===== config.mk =====
export PLATFORM = sky130hd
export DESIGN_NAME = cache_fill_ctrl
export DESIGN_NICKNAME = d
export VERILOG_FILES = /design/src/rtl/cache_fill_ctrl.sv
export SDC_FILE = /design/constraint.sdc
export NUM_CORES = 1
export LEC_CHECK = 0
export ABC_AREA = 1
export CAP_MARGIN = 10
export CORE_AREA = 2 2 62 64
export CTS_CLUSTER_DIAMETER = 120
export DETAILED_ROUTE_END_ITERATION = 10
export DIE_AREA = 0 0 64 66
export GPL_TIMING_DRIVEN = 0
export PLACE_DENSITY = 0.88
export SLEW_MARGIN = 20
export SYNTH_ARGS = -nofsm -noshare
export SYNTH_HDL_FRONTEND = slang
export SYNTH_SLANG_ARGS = --single-unit

===== constraint.sdc =====
create_clock -name clk -period 1.63 [get_ports clk]
set_input_delay 0.326 -clock clk [delete_from_list [all_inputs] [get_ports clk]]
set_output_delay 0.326 -clock clk [all_outputs]
set_load 0.05 [all_outputs]

===== src/rtl/cache_fill_ctrl.sv =====
// Cache line fill controller: on a miss, streams WORDS sequential word reads
// from memory and writes each returned word into the data array, then writes
// the tag/valid entry once the last word has landed.
module cache_fill_ctrl #(
    parameter int unsigned DWIDTH = 16,
    parameter int unsigned AWIDTH = 16,
    parameter int unsigned WORDS  = 8,
    localparam int unsigned IW    = $clog2(WORDS)
) (
    input  logic              clk,
    input  logic              rst,
    input  logic              miss_detected,
    input  logic [AWIDTH-1:0] miss_addr,
    output logic              fsm_busy,
    output logic              mem_req,
    output logic [AWIDTH-1:0] mem_addr,
    input  logic              mem_data_valid,
    input  logic [DWIDTH-1:0] mem_data,
    output logic              write_data_array,
    output logic [IW-1:0]     data_word_idx,
    output logic [DWIDTH-1:0] data_out,
    output logic              write_tag_array,
    output logic              fill_done
);

    typedef enum logic {StIdle, StFill} state_e;

    localparam logic [IW:0] NumWords = (IW+1)'(WORDS);
    localparam logic [IW:0] LastWord = (IW+1)'(WORDS - 1);

    state_e            state_q, state_d;
    logic [IW:0]       req_cnt_q, req_cnt_d;
    logic [IW:0]       recv_cnt_q, recv_cnt_d;
    logic [AWIDTH-1:0] base_q, base_d;
    logic [AWIDTH-1:0] line_base;
    logic [AWIDTH-1:0] req_offset;

    // Line base and byte offset of the current request (words are 2 bytes).
    always_comb begin
        line_base           = miss_addr;
        line_base[IW:0]     = '0;
        req_offset          = '0;
        req_offset[IW+1:0]  = {req_cnt_q, 1'b0};
    end

    // Next-state and output decode; reset forces every output low.
    always_comb begin
        state_d          = state_q;
        req_cnt_d        = req_cnt_q;
        recv_cnt_d       = recv_cnt_q;
        base_d           = base_q;
        fsm_busy         = 1'b0;
        mem_req          = 1'b0;
        mem_addr         = base_q;
        write_data_array = 1'b0;
        data_word_idx    = '0;
        data_out         = '0;
        write_tag_array  = 1'b0;
        fill_done        = 1'b0;

        unique case (state_q)
            StIdle: begin
                if (miss_detected) begin
                    fsm_busy   = 1'b1;
                    base_d     = line_base;
                    req_cnt_d  = '0;
                    recv_cnt_d = '0;
                    state_d    = StFill;
                end
            end
            StFill: begin
                fsm_busy = 1'b1;
                if (req_cnt_q < NumWords) begin
                    mem_req   = 1'b1;
                    mem_addr  = base_q + req_offset;
                    req_cnt_d = req_cnt_q + 1'b1;
                end
                if (mem_data_valid) begin
                    write_data_array = 1'b1;
                    data_word_idx    = recv_cnt_q[IW-1:0];
                    data_out         = mem_data;
                    recv_cnt_d       = recv_cnt_q + 1'b1;
                    if (recv_cnt_q == LastWord) begin
                        write_tag_array = 1'b1;
                        fill_done       = 1'b1;
                        state_d         = StIdle;
                    end
                end
            end
            default: state_d = StIdle;
        endcase

        if (rst) begin
            fsm_busy         = 1'b0;
            mem_req          = 1'b0;
            mem_addr         = '0;
            write_data_array = 1'b0;
            data_word_idx    = '0;
            data_out         = '0;
            write_tag_array  = 1'b0;
            fill_done        = 1'b0;
        end
    end

    // State registers with synchronous reset; reset abandons any fill in flight.
    always_ff @(posedge clk) begin
        if (rst) begin
            state_q    <= StIdle;
            req_cnt_q  <= '0;
            recv_cnt_q <= '0;
            base_q     <= '0;
        end else begin
            state_q    <= state_d;
            req_cnt_q  <= req_cnt_d;
            recv_cnt_q <= recv_cnt_d;
            base_q     <= base_d;
        end
    end

endmodule


* Word level (Yosys, flattened, before mapping)
Cells that the tools add are included.
Operators by class: bitwise operators 1, eq/ne operators 4, magnitude comparators 1, multiplexer cells 30, reduce and logical (&&, ||, !) cells 3, $add $sub $neg 3
Operator list (count):
- 2-to-1 mux 16 bit | 6
- adder 16 x 5 -> 16 bit | 1
- one-hot mux 4 bit (2 select lines) | 2
- 2-to-1 mux 1 bit | 14
- 2-to-1 mux 4 bit | 3
- 2-to-1 mux 3 bit | 3
- adder 4 x 1 -> 4 bit (second input constant) | 2
- AND reduction 2 bit | 3
- equality test 4 x 3 -> 1 bit (second input constant) | 1
- less-than comparator 4 bit (second input constant) | 1
- inequality test 2 bit (second input constant) | 2
- one-hot mux 1 bit (2 select lines) | 2
- inequality test 2 x 1 -> 1 bit (second input constant) | 1
- NOT 1 bit | 1
Word-level totals: register bits after elaboration 21, output and inout bits 40, input bits 36

* Depth between registers and ports, before layout
Gate-level depths: netlist of the first run.
depth after elaboration 5, mapped depth 10, mapped depth without buffers 10

* Worst setup path before layout of the first run
OpenSTA, ideal clock, no wires.
path kind reg-to-output, start point register state_q, end point output write_tag_array, stages on the path, launching flop included 4, buffers on the path 1, path slack -1276 ps, data arrival time 2580 ps, path through dfxtp_1 -> nand2_4 -> nor4_1 -> buf_4
Between the ends: cells in the longest elaborated chain, start to end 2
RTL lines:
- from (decl) | RTL line 31 | state_e state_q, state_d;
- from (signal assigned) | RTL line 108 | state_q <= StIdle;
- from (signal assigned) | RTL line 113 | state_q <= state_d;
- 2-to-1 mux 1 bit (2 in series)
- to (decl) | RTL line 22 | output logic write_tag_array,
Every way passes these cells.

* Worst setup path in the final report of the first run
start point register req_cnt_q[3], end point output mem_addr[8]
Between the ends: cells in the longest elaborated chain, start to end 4
RTL lines:
- from (decl) | RTL line 32 | logic [IW:0] req_cnt_q, req_cnt_d;
- from (signal assigned) | RTL line 114 | req_cnt_q <= req_cnt_d;
- adder 16 x 5 -> 16 bit / less-than comparator 4 bit (equally long branches) | RTL line 75, 73
- 2-to-1 mux 16 bit (*) | RTL line 73 | if (req_cnt_q < NumWords) begin
- 2-to-1 mux 16 bit (*) | RTL line 61 | unique case (state_q)
- 2-to-1 mux 16 bit (*) | RTL line 93 | if (rst) begin
- to (decl) | RTL line 16 | output logic [AWIDTH-1:0] mem_addr,
Every way passes the cells marked *; elsewhere a longest branch is shown, timed or not.

==> metrics.txt, run 1 <==
outcome=finished, violations left; failing checks=setup timing; DRT iter0 DRCs=50; post-synth top area share=33.01%; startpoint types=flip-flop; flop and latch count out of synthesis=21; dpl hpwl=2.744 mm; P_sw=0.4833 mW; FF-to-FF setup slack=0.32 ns; Die Area=4224 µm²; final setup vio count=31; TritonCTS clock tree=done; final hold vios=0; fin. max-slew vios=0; maximum clock path buffer count=2; setup TNS=-3.669 ns; DR vias/cell=4.694; DR vias=1563; leakage power=1.111 nW; root buf cell=clkbuf_4; core area=3551 µm²; Clock power frac=19.2%; Critical path destination=mem_addr[8]; Fillers=257; Net Count, Synth=238; H-tree depth=1; height of the die=66 µm; multi-input gate area in the final layout=922.1 µm²; switching part of the total=36.18%; standard-cell row count=22; largest net degree at the start of global routing=12; initial antenna violation count=0; DR DRC count=0; Comb pwr share=38.4%; Total Wirelength=4.300 mm; max-cap viol count=0; Cells after Synth=199; Synth warnings=0; Int Pwr=0.8527 mW; proportion of layout cells with a drive suffix above 1=46.67%; max frequency=526.7 MHz; WP data arrival=1.57 ns; starting density of the core=35.87%; clk_skew=0.003476 ns; Synth cell types=27; Final WS setup=-0.2684 ns; post-synthesis sequential area ratio=33.01%; hold crit path type=primary input to flip-flop; Critical Path Start=req_cnt_q[3]; io pins=76; vias in the first global route=1511; first-pass GRT wire length=6.817 mm; RSZ-0062 raised after global routing=yes; mapped cell area=1274 µm²; Critical Path End Type=output port; final worst-path cycle share=116.5%; Sequential Area=434.2 µm²; Final min period=1.898 ns; Setup CP Type=flip-flop to output port; critical-path maximum fanout=3; Worst R2R Start=req_cnt_q[3]; Final #Nets=325; GRT overflow=0; share of flip-flops with an asynchronous set or reset=0%; capture point of the worst reg-to-reg path=req_cnt_q[2]; Worst Path Required=1.30 ns; drt wl/cell=12.91 µm; Final Non-Filler Cells=333; antenna-violating nets left=0; Die W=64 µm; part of the power in registers=42.4%; input/output buffers=69; clk_lat worst skew=0.31 ns; CTS sink cnt=21; FF-to-FF path depth=8; top cell type by total area after synthesis=dfxtp_1; gr usage total=20.60%; cts bufs inserted=3; largest cells by area after synthesis=dfxtp_1 33%, nor2_1 13%, inv_1 13%; prevailing post-synth register cell=dfxtp_1; number of inserted diodes=0; placed insts=316; power per cell area=506.3 nW/µm²; placer congestion estimate=0.7404; mean post-synth cell area=6.401 µm²; number of synthesized flops with an enable pin=0; Peak VDD IR=283.1 µV; DR pass1 iterations=4; final core occ=74.31%; Worst-path clk slew=0.12 ns; area grow syn2layout=107.2%
## synthesized netlist by cell type, types with 3 or more instances
master / instances
a21oi_1: 18
buf_2: 5
dfxtp_1: 21
ha_1: 3
inv_1: 43
nand2_1: 15
nand3_1: 3
nand4_1: 3
nor2_1: 45
nor2_4: 3
o21ai_0: 18
## worst max-delay path, cell delays in order (launching register included)
cell and delay (ns):
dfxtp_2 0.36, nand2_2 0.05, inv_2 0.07, ha_4 0.14
inv_4 0.04, nor2_4 0.11, inv_4 0.07, nor2_4 0.09
nand2_1 0.07, nand2_2 0.08, nor2_4 0.04, buf_8 0.14
## power by group through the flow
| stage | Sequential, mW | Combinational, mW | Clock (mW) |
|---|---|---|---|
| 2_1_floorplan | 0.573 | 0.254 | 0 |
| 4_1_cts | 0.568 | 0.471 | 0.260 |
| 6_report | 0.567 | 0.513 | 0.257 |
| 3_5_place_dp | 0.578 | 0.410 | 0 |
| 3_3_place_gp | 0.576 | 0.402 | 0 |
| 5_1_grt | 0.572 | 0.547 | 0.286 |
## routing by layer
metal / GRT usage (%) / vias to the layer above / part of all wire [%]
li1: - / 779 / -
met1: 23.59 / 720 / 38
met2: 37.76 / 57 / 54
met3: 5.111 / 7 / 6.3
met4: 5.707 / 0 / 1.8
met5: 0 / - / 0
## cell families (layout without fill, tap and decap cells)
| family | count (synthesis) | count (layout) | share of synthesized area [%] |
|---|---|---|---|
| other | 1 | 1 | 0.2944 |
| and+or+nand+nor | 77 | 77 | 27.60 |
| adders and majority gates | 3 | 3 | 2.947 |
| AOI/OAI and AO/OA | 40 | 40 | 16.70 |
| buffers and inverters | 57 | 143 | 19.45 |
| DFF | 21 | 21 | 33.01 |
## cell type report
cell class,count,area share (%)
Multi-Input combinational cell,121,34.95
Timing Repair Buffer,82,34.09
Sequential cell,21,16.45
Inverter,47,7.824
Buffer,10,3.414
Tap cell,48,2.276
Clock buffer,4,0.9957
## flip-flops by register name (all words and copies together), names as in the netlist
name        cells
req_cnt_q       4
recv_cnt_q      4
state_q         1
base_q         12
## timing repair
| item | CTS | global route |
|---|---|---|
| gates cloned | 2 | 0 |
| buffers inserted | 4 | 7 |
| resized for setup | 312 | 39 |
| endpoints found under the setup margin | 39 | 38 |
| hold buffers | 0 | 0 |
| pin swaps | 8 | 4 |
## placed cells by master, fill, tap and decap left out, types with 4 or more instances in the layout
cell and count:
inv_4 5, clkbuf_4 4, clkdlybuf4s50_1 29, nand2_1 11, nor2_4 26, buf_2 6, inv_1 38, buf_6 25
a21oi_1 16, o21ai_0 15, nor2_2 13, nor2_1 10, dfxtp_1 16, buf_4 12, buf_8 10
## how the worst min path moves through the flow
| stage | cells after the start | from | end | slack [ns] |
|---|---|---|---|---|
| after floorplan | 1 | recv_cnt_q[0] | recv_cnt_q[0] | 0.43 |
| after global placement | 1 | recv_cnt_q[0] | recv_cnt_q[0] | 0.45 |
| after detailed placement | 1 | recv_cnt_q[0] | recv_cnt_q[0] | 0.45 |
| after CTS | 2 | rst | req_cnt_q[3] | 0.32 |
| after global routing | 2 | rst | recv_cnt_q[1] | 0.33 |
| final | 2 | rst | recv_cnt_q[1] | 0.32 |
## stage by stage
| step | setup WS (ns) | hold slack [ns] | instance area, µm² | total power, mW |
|---|---|---|---|---|
| finish | -0.2684 | 0.3227 | 2639 | 1.336 |
| global route | -0.3629 | 0.3319 | 2639 | 1.404 |
| CTS | -0.2513 | 0.3233 | 2475 | 1.299 |
| detailed placement | -0.8793 | 0.4524 | 2118 | 0.9874 |
| global placement | -0.8461 | 0.4535 | 2118 | 0.9783 |
| floorplan | -0.2168 | 0.4322 | 1368 | 0.8269 |
No activity file was read; power rests on OpenSTA's default activity.
==> run 2, diff against run 1 <==
PLACE_DENSITY = 0.75   (was 0.88)
SETUP_SLACK_MARGIN = 0.2   (was default)
==> run 2 against run 1 <==
Compared with the run above:
- the run still ends with setup timing left
- highest routed layer unchanged
- global-route usage down 0.20 points
- final area up 3.0%
- count of clock-buffer cells in the layout unchanged
- cell count up 0.60%
- clock power about the same
- combinational power up 6.6%
- critical endpoint unchanged
- routed wire length down 4.1%
- flip-flop and latch count unchanged
==> metrics.txt, run 2 (synthesis results as in run 1) <==
starting density of the core=35.87%; final hold vios=0; clk_lat worst skew=0.31 ns; Setup CP Type=flip-flop to output port; final setup vio count=31; Worst-path clk slew=0.11 ns; RSZ-0062 raised after global routing=yes; CP Cell Sequence=nand2_2 -> inv_2 -> ha_4 -> inv_4 -> nor2_4 -> inv_4 -> nor2_4 -> nand2_2 -> nand2_2 -> nor2_4 -> buf_6; cts bufs inserted=3; WP data arrival=1.56 ns; DR vias/cell=4.666; Design Power=1.370 mW; Reg with most FFs=base_q; Die Area=4224 µm²; Total Wirelength=4.124 mm; placer congestion estimate=0.7785; Sequential Area=435.4 µm²; Final Non-Filler Cells=335; Worst Path Required=1.30 ns; Largest register FFs=12; Die W=64 µm; vias in the first global route=1567; largest net degree at the start of global routing=12; root buf cell=clkbuf_4; final worst-path cycle share=115.7%; critical path's top delay family=simple AND/OR/NAND/NOR gates; most frequent cells in the layout=34 x inv_1, 34 x nor2_4, 31 x buf_6; number of inserted diodes=0; max-cap viol count=0; Critical Path Start=req_cnt_q[3]; hold crit path type=primary input to flip-flop; gr usage total=20.39%; Buf/Inv on CP=4; DRT iter0 DRCs=17; leakage power=1.144 nW; Post-CTS Hold Fix Bufs=0; CTS sink cnt=21; switching part of the total=36.26%; height of the die=66 µm; Final WS setup=-0.2565 ns; outcome=finished, violations left; fin. max-slew vios=0; DR vias=1563; standard-cell row count=22; Hold Startpoint=rst; GRT overflow=0; power per cell area=504.0 nW/µm²; initial antenna violation count=0; P_sw=0.4969 mW; dpl hpwl=2.726 mm; multi-input gate area in the final layout=973.4 µm²; H-tree depth=1; Comb pwr share=39.9%; clk_skew=0.002810 ns; Peak VDD IR=242.0 µV; Final min period=1.887 ns; core area=3551 µm²; Clock power frac=18.8%; area grow syn2layout=113.5%; DR DRC count=0; Critical Path End Type=output port; drt wl/cell=12.31 µm; io pins=76; startpoint types=flip-flop; first-pass GRT wire length=6.755 mm; slowest stage cell on the critical path=dfxtp_2; max frequency=530.1 MHz; TritonCTS clock tree=done; antenna-violating nets left=0; part of the power in registers=41.3%; Final #Nets=327; Largest regs=base_q: 12 flops, recv_cnt_q: 4 flops, req_cnt_q: 4 flops; input/output buffers=69; critical-path maximum fanout=3; placed insts=316; maximum clock path buffer count=2; Fillers=254; Worst R2R Start=state_q; proportion of layout cells with a drive suffix above 1=49.48%; DR pass1 iterations=4; Int Pwr=0.8734 mW; failing checks=setup timing; Critical Path Max Stage Delay=0.36 ns
run 2: cell count changes in the layout (fill, tap and decap cells not counted), sizes merged:
cell,previous run,this run
dlygate4sd2,1,2
clkbuf,5,9
clkdlybuf4s50,29,28
clkdlybuf4s15,3,0
buf,57,59
clkdlybuf4s18,1,0
run 2: final timing paths:
| kind | end | slack [ns] | depth (start not counted) |
|---|---|---|---|
| setup / recovery | mem_addr[8] | -0.26 | 11 |
| setup reg to reg | state_q | 0.23 | 9 |
| hold reg to reg | recv_cnt_q[0] | 0.48 | 1 |
| hold / removal | recv_cnt_q[1] | 0.39 | 2 |
run 2: stage by stage:
stage               hold WS, ns  setup slack, ns  area, µm²  setup TNS, ns  util (%)
floorplan                0.4431          -0.1481       1602        -0.1481         -
global placement         0.4636          -0.8602       2352         -26.17     66.24
detailed placement       0.4742          -0.8622       2352         -26.19     66.24
CTS                      0.3760          -0.2365       2610         -2.327     73.50
global route             0.4043          -0.3209       2719         -3.898     76.57
finish                   0.3880          -0.2565       2719         -2.312     76.57
run 2: repair_timing:
action / in CTS / in global routing
endpoints found under the hold margin: 0 / 0
setup endpoints to repair: 39 / 33
pin swaps: 6 / 5
resized for setup: 294 / 20
cloned: 2 / 0
buffers inserted: 8 / 5
run 2: cell type report:
type | count | share of cell area [%]
plain buffers | 10 | 4.464
clock buffers | 4 | 0.9664
inverters | 47 | 7.409
multi-input cells | 121 | 35.80
flip-flops and latches | 21 | 16.01
well taps | 48 | 2.209
repair buffers | 84 | 33.13
run 2: per-layer routing:
layer	vias up	part of all wire (%)	routed length (µm)	global-route usage, %
met1	710	37	1532	20.71
met4	0	2.4	99	7.065
met2	65	53	2173	39.84
li1	780	-	-	-
met5	-	0	0	0
met3	8	7.7	319	5.281
run 2: power by group through the flow:
stage	logic (mW)	registers, mW	clock network (mW)
detailed placement	0.456	0.579	0
global route	0.585	0.570	0.274
CTS	0.511	0.568	0.259
finish	0.547	0.566	0.258
global placement	0.451	0.579	0
floorplan	0.300	0.575	0
==> run 3, diff against run 2 <==
ABC_AREA = 0   (was 1)
CORE_AREA = 2 2 61 63   (was 2 2 62 64)
DIE_AREA = 0 0 63 65   (was 0 0 64 66)
==> run 3 against run 2 <==
Compared with the run above:
- cell count is 9.0% lower
- critical path depth fell by 5
- worst setup slack worse by 0.23 ns
- area after synthesis is 5.5% lower
- the run still ends with setup timing left
- utilization fell by 0.23 points
- largest cell class unchanged
==> metrics.txt, run 3 <==
outcome=finished, violations left; failing checks=setup timing; fin. max-slew vios=0; Final min period=2.121 ns; slowest stage cell on the critical path=or4_4; Peak VDD IR=349.7 µV; final worst-path cycle share=130.1%; number of synthesized flops with an enable pin=0; Worst-path clk slew=0.12 ns; Worst Path Required=1.30 ns; dpl hpwl=2.617 mm; Final #Nets=297; WP data arrival=1.80 ns; TritonCTS clock tree=done; prevailing post-synth register cell=dfxtp_1; Die W=63 µm; mapped cell area=1204 µm²; vias in the first global route=1374; mean post-synth cell area=7.430 µm²; share of flip-flops with an asynchronous set or reset=0%; critical-path maximum fanout=5; top cell type by total area after synthesis=dfxtp_1; power per cell area=479.3 nW/µm²; Synth cell types=29; Post-CTS Hold Fix Bufs=0; GRT overflow=0; Synth top cells by count=27 x nand2_1, 23 x and2_1, 21 x a21oi_1, 21 x dfxtp_1, 10 x nor2b_1; Largest register FFs=12; largest net degree at the start of global routing=13; Largest regs=base_q: 12 flops, recv_cnt_q: 4 flops, req_cnt_q: 4 flops; final setup vio count=30; Total Wirelength=4.438 mm; Die Area=4095 µm²; proportion of layout cells with a drive suffix above 1=53.31%; DR DRC count=0; root buf cell=clkbuf_4; max frequency=471.4 MHz; Net Count, Synth=201; maximum clock path buffer count=2; commonest non-fill, non-tap cell in the layout=clkdlybuf4s50_1; Setup CP Type=flip-flop to output port; number of inserted diodes=0; post-synthesis sequential area ratio=34.93%; Reg with most FFs=base_q; placer congestion estimate=0.7694; DR pass1 iterations=4; Final WS setup=-0.4913 ns; clk_skew=0.007015 ns; clk_lat worst skew=0.31 ns; H-tree depth=1; drt wl/cell=14.55 µm; most frequent cells in the layout=28 x clkdlybuf4s50_1, 26 x buf_8, 26 x nand2_1; flop and latch count out of synthesis=21; Critical Path End Type=output port; Rel. slew slack=65.51%; top-count cell post-synth=nand2_1; RSZ-0062 raised after global routing=yes; Slew @ Worst Pin=0.5173 ns; gr usage total=19.58%; standard-cell row count=22; hold crit path type=flip-flop to flip-flop; input/output buffers=70; final core occ=76.34%; Final Non-Filler Cells=305; Synth warnings=0; Worst R2R Start=state_q; CTS sink cnt=21; cts bufs inserted=3; initial antenna violation count=0; placed insts=280; DRT iter0 DRCs=22; starting density of the core=34.43%; final hold vios=0; leakage power=1.100 nW; Critical Path Start=req_cnt_q[3]; Hold Startpoint=base_q[15]; startpoint types=flip-flop; post-synth top area share=34.93%; DR vias/cell=4.810; io pins=76; Cells after Synth=162; area grow syn2layout=121.7%; height of the die=65 µm; largest cells by area after synthesis=dfxtp_1 35%, and2_1 12%, a21oi_1 8.7%; first-pass GRT wire length=6.417 mm; WHS=0.4681 ns; Critical Path Max Stage Delay=0.44 ns; core area=3496 µm²; max-cap viol count=0; CP Cell Sequence=and2_4 -> ha_4 -> nand3b_4 -> or4_4 -> a21oi_4 -> buf_6; antenna-violating nets left=0; DR vias=1467
-- run 3: layout make-up --
| class | instances | area (µm²) |
|---|---|---|
| Buffer | 12 | 147.6 |
| Clock buffer | 3 | 22.52 |
| Clock inverter | 1 | 5.005 |
| Fill cell | 241 | 827.0 |
| Inverter | 2 | 7.507 |
| Multi-Input combinational cell | 127 | 989.7 |
| Sequential cell | 21 | 431.7 |
| Tap cell | 48 | 60.06 |
| Timing Repair Buffer | 91 | 1005 |
-- run 3: critical path: cells and delay by family (launching register included) --
family | cells | cell delay (ns)
compound gates | 1 | 0.14
fa+ha+maj | 1 | 0.14
buf+inv | 1 | 0.17
flops | 1 | 0.37
simple gates | 3 | 0.69
-- run 3: power by group --
group / total (mW) / internal, mW / switching (mW) / leakage [nW]
Clock: 0.256 / 0.0915 / 0.165 / 0.0177
Sequential: 0.558 / 0.538 / 0.0203 / 0.175
Combinational: 0.465 / 0.225 / 0.239 / 0.908
-- run 3: logic make-up after synthesis --
family / after synthesis / share of synthesized area [%]
xor+xnor: 1 / 0.7278
compound gates: 34 / 15.70
fa+ha+maj: 3 / 3.119
simple gates: 87 / 38.98
mux: 1 / 0.8316
other cells: 1 / 0.3116
flops: 21 / 34.93
buf+inv: 14 / 5.405
-- run 3: what timing repair did --
action,CTS,global route
hold endpoints to repair,0,0
setup endpoints to repair,56,38
pin swaps,5,10
buffers inserted,14,5
gates resized for setup,315,14
gates cloned,1,1
-- run 3: path summary, 6_finish.rpt --
| kind | endpoint | slack, ns | depth (start not counted) |
|---|---|---|---|
| setup reg to reg | state_q | -0.01 | 12 |
| hold reg to reg | base_q[15] | 0.47 | 2 |
| setup / recovery | mem_addr[12] | -0.49 | 6 |
| hold / removal | base_q[15] | 0.47 | 2 |
-- run 3: through the flow --
stage / TNS [ns] / total power [mW] / setup WS [ns] / cell area, µm²
CTS: -4.855 / 1.253 / -0.4849 / 2559
global route: -9.314 / 1.333 / -0.5467 / 2669
detailed placement: -42.23 / 0.9533 / -1.155 / 2221
finish: -7.425 / 1.279 / -0.4913 / 2669
floorplan: -0.4374 / 0.8024 / -0.1780 / 1460
global placement: -41.41 / 0.9491 / -1.116 / 2221
-- run 3: layer usage --
layer | track usage, % | part of all wire [%]
met5 | 0 | 0
met4 | 4.167 | 0.63
met3 | 3.472 | 6.4
met2 | 34.57 | 50
met1 | 24.84 | 43
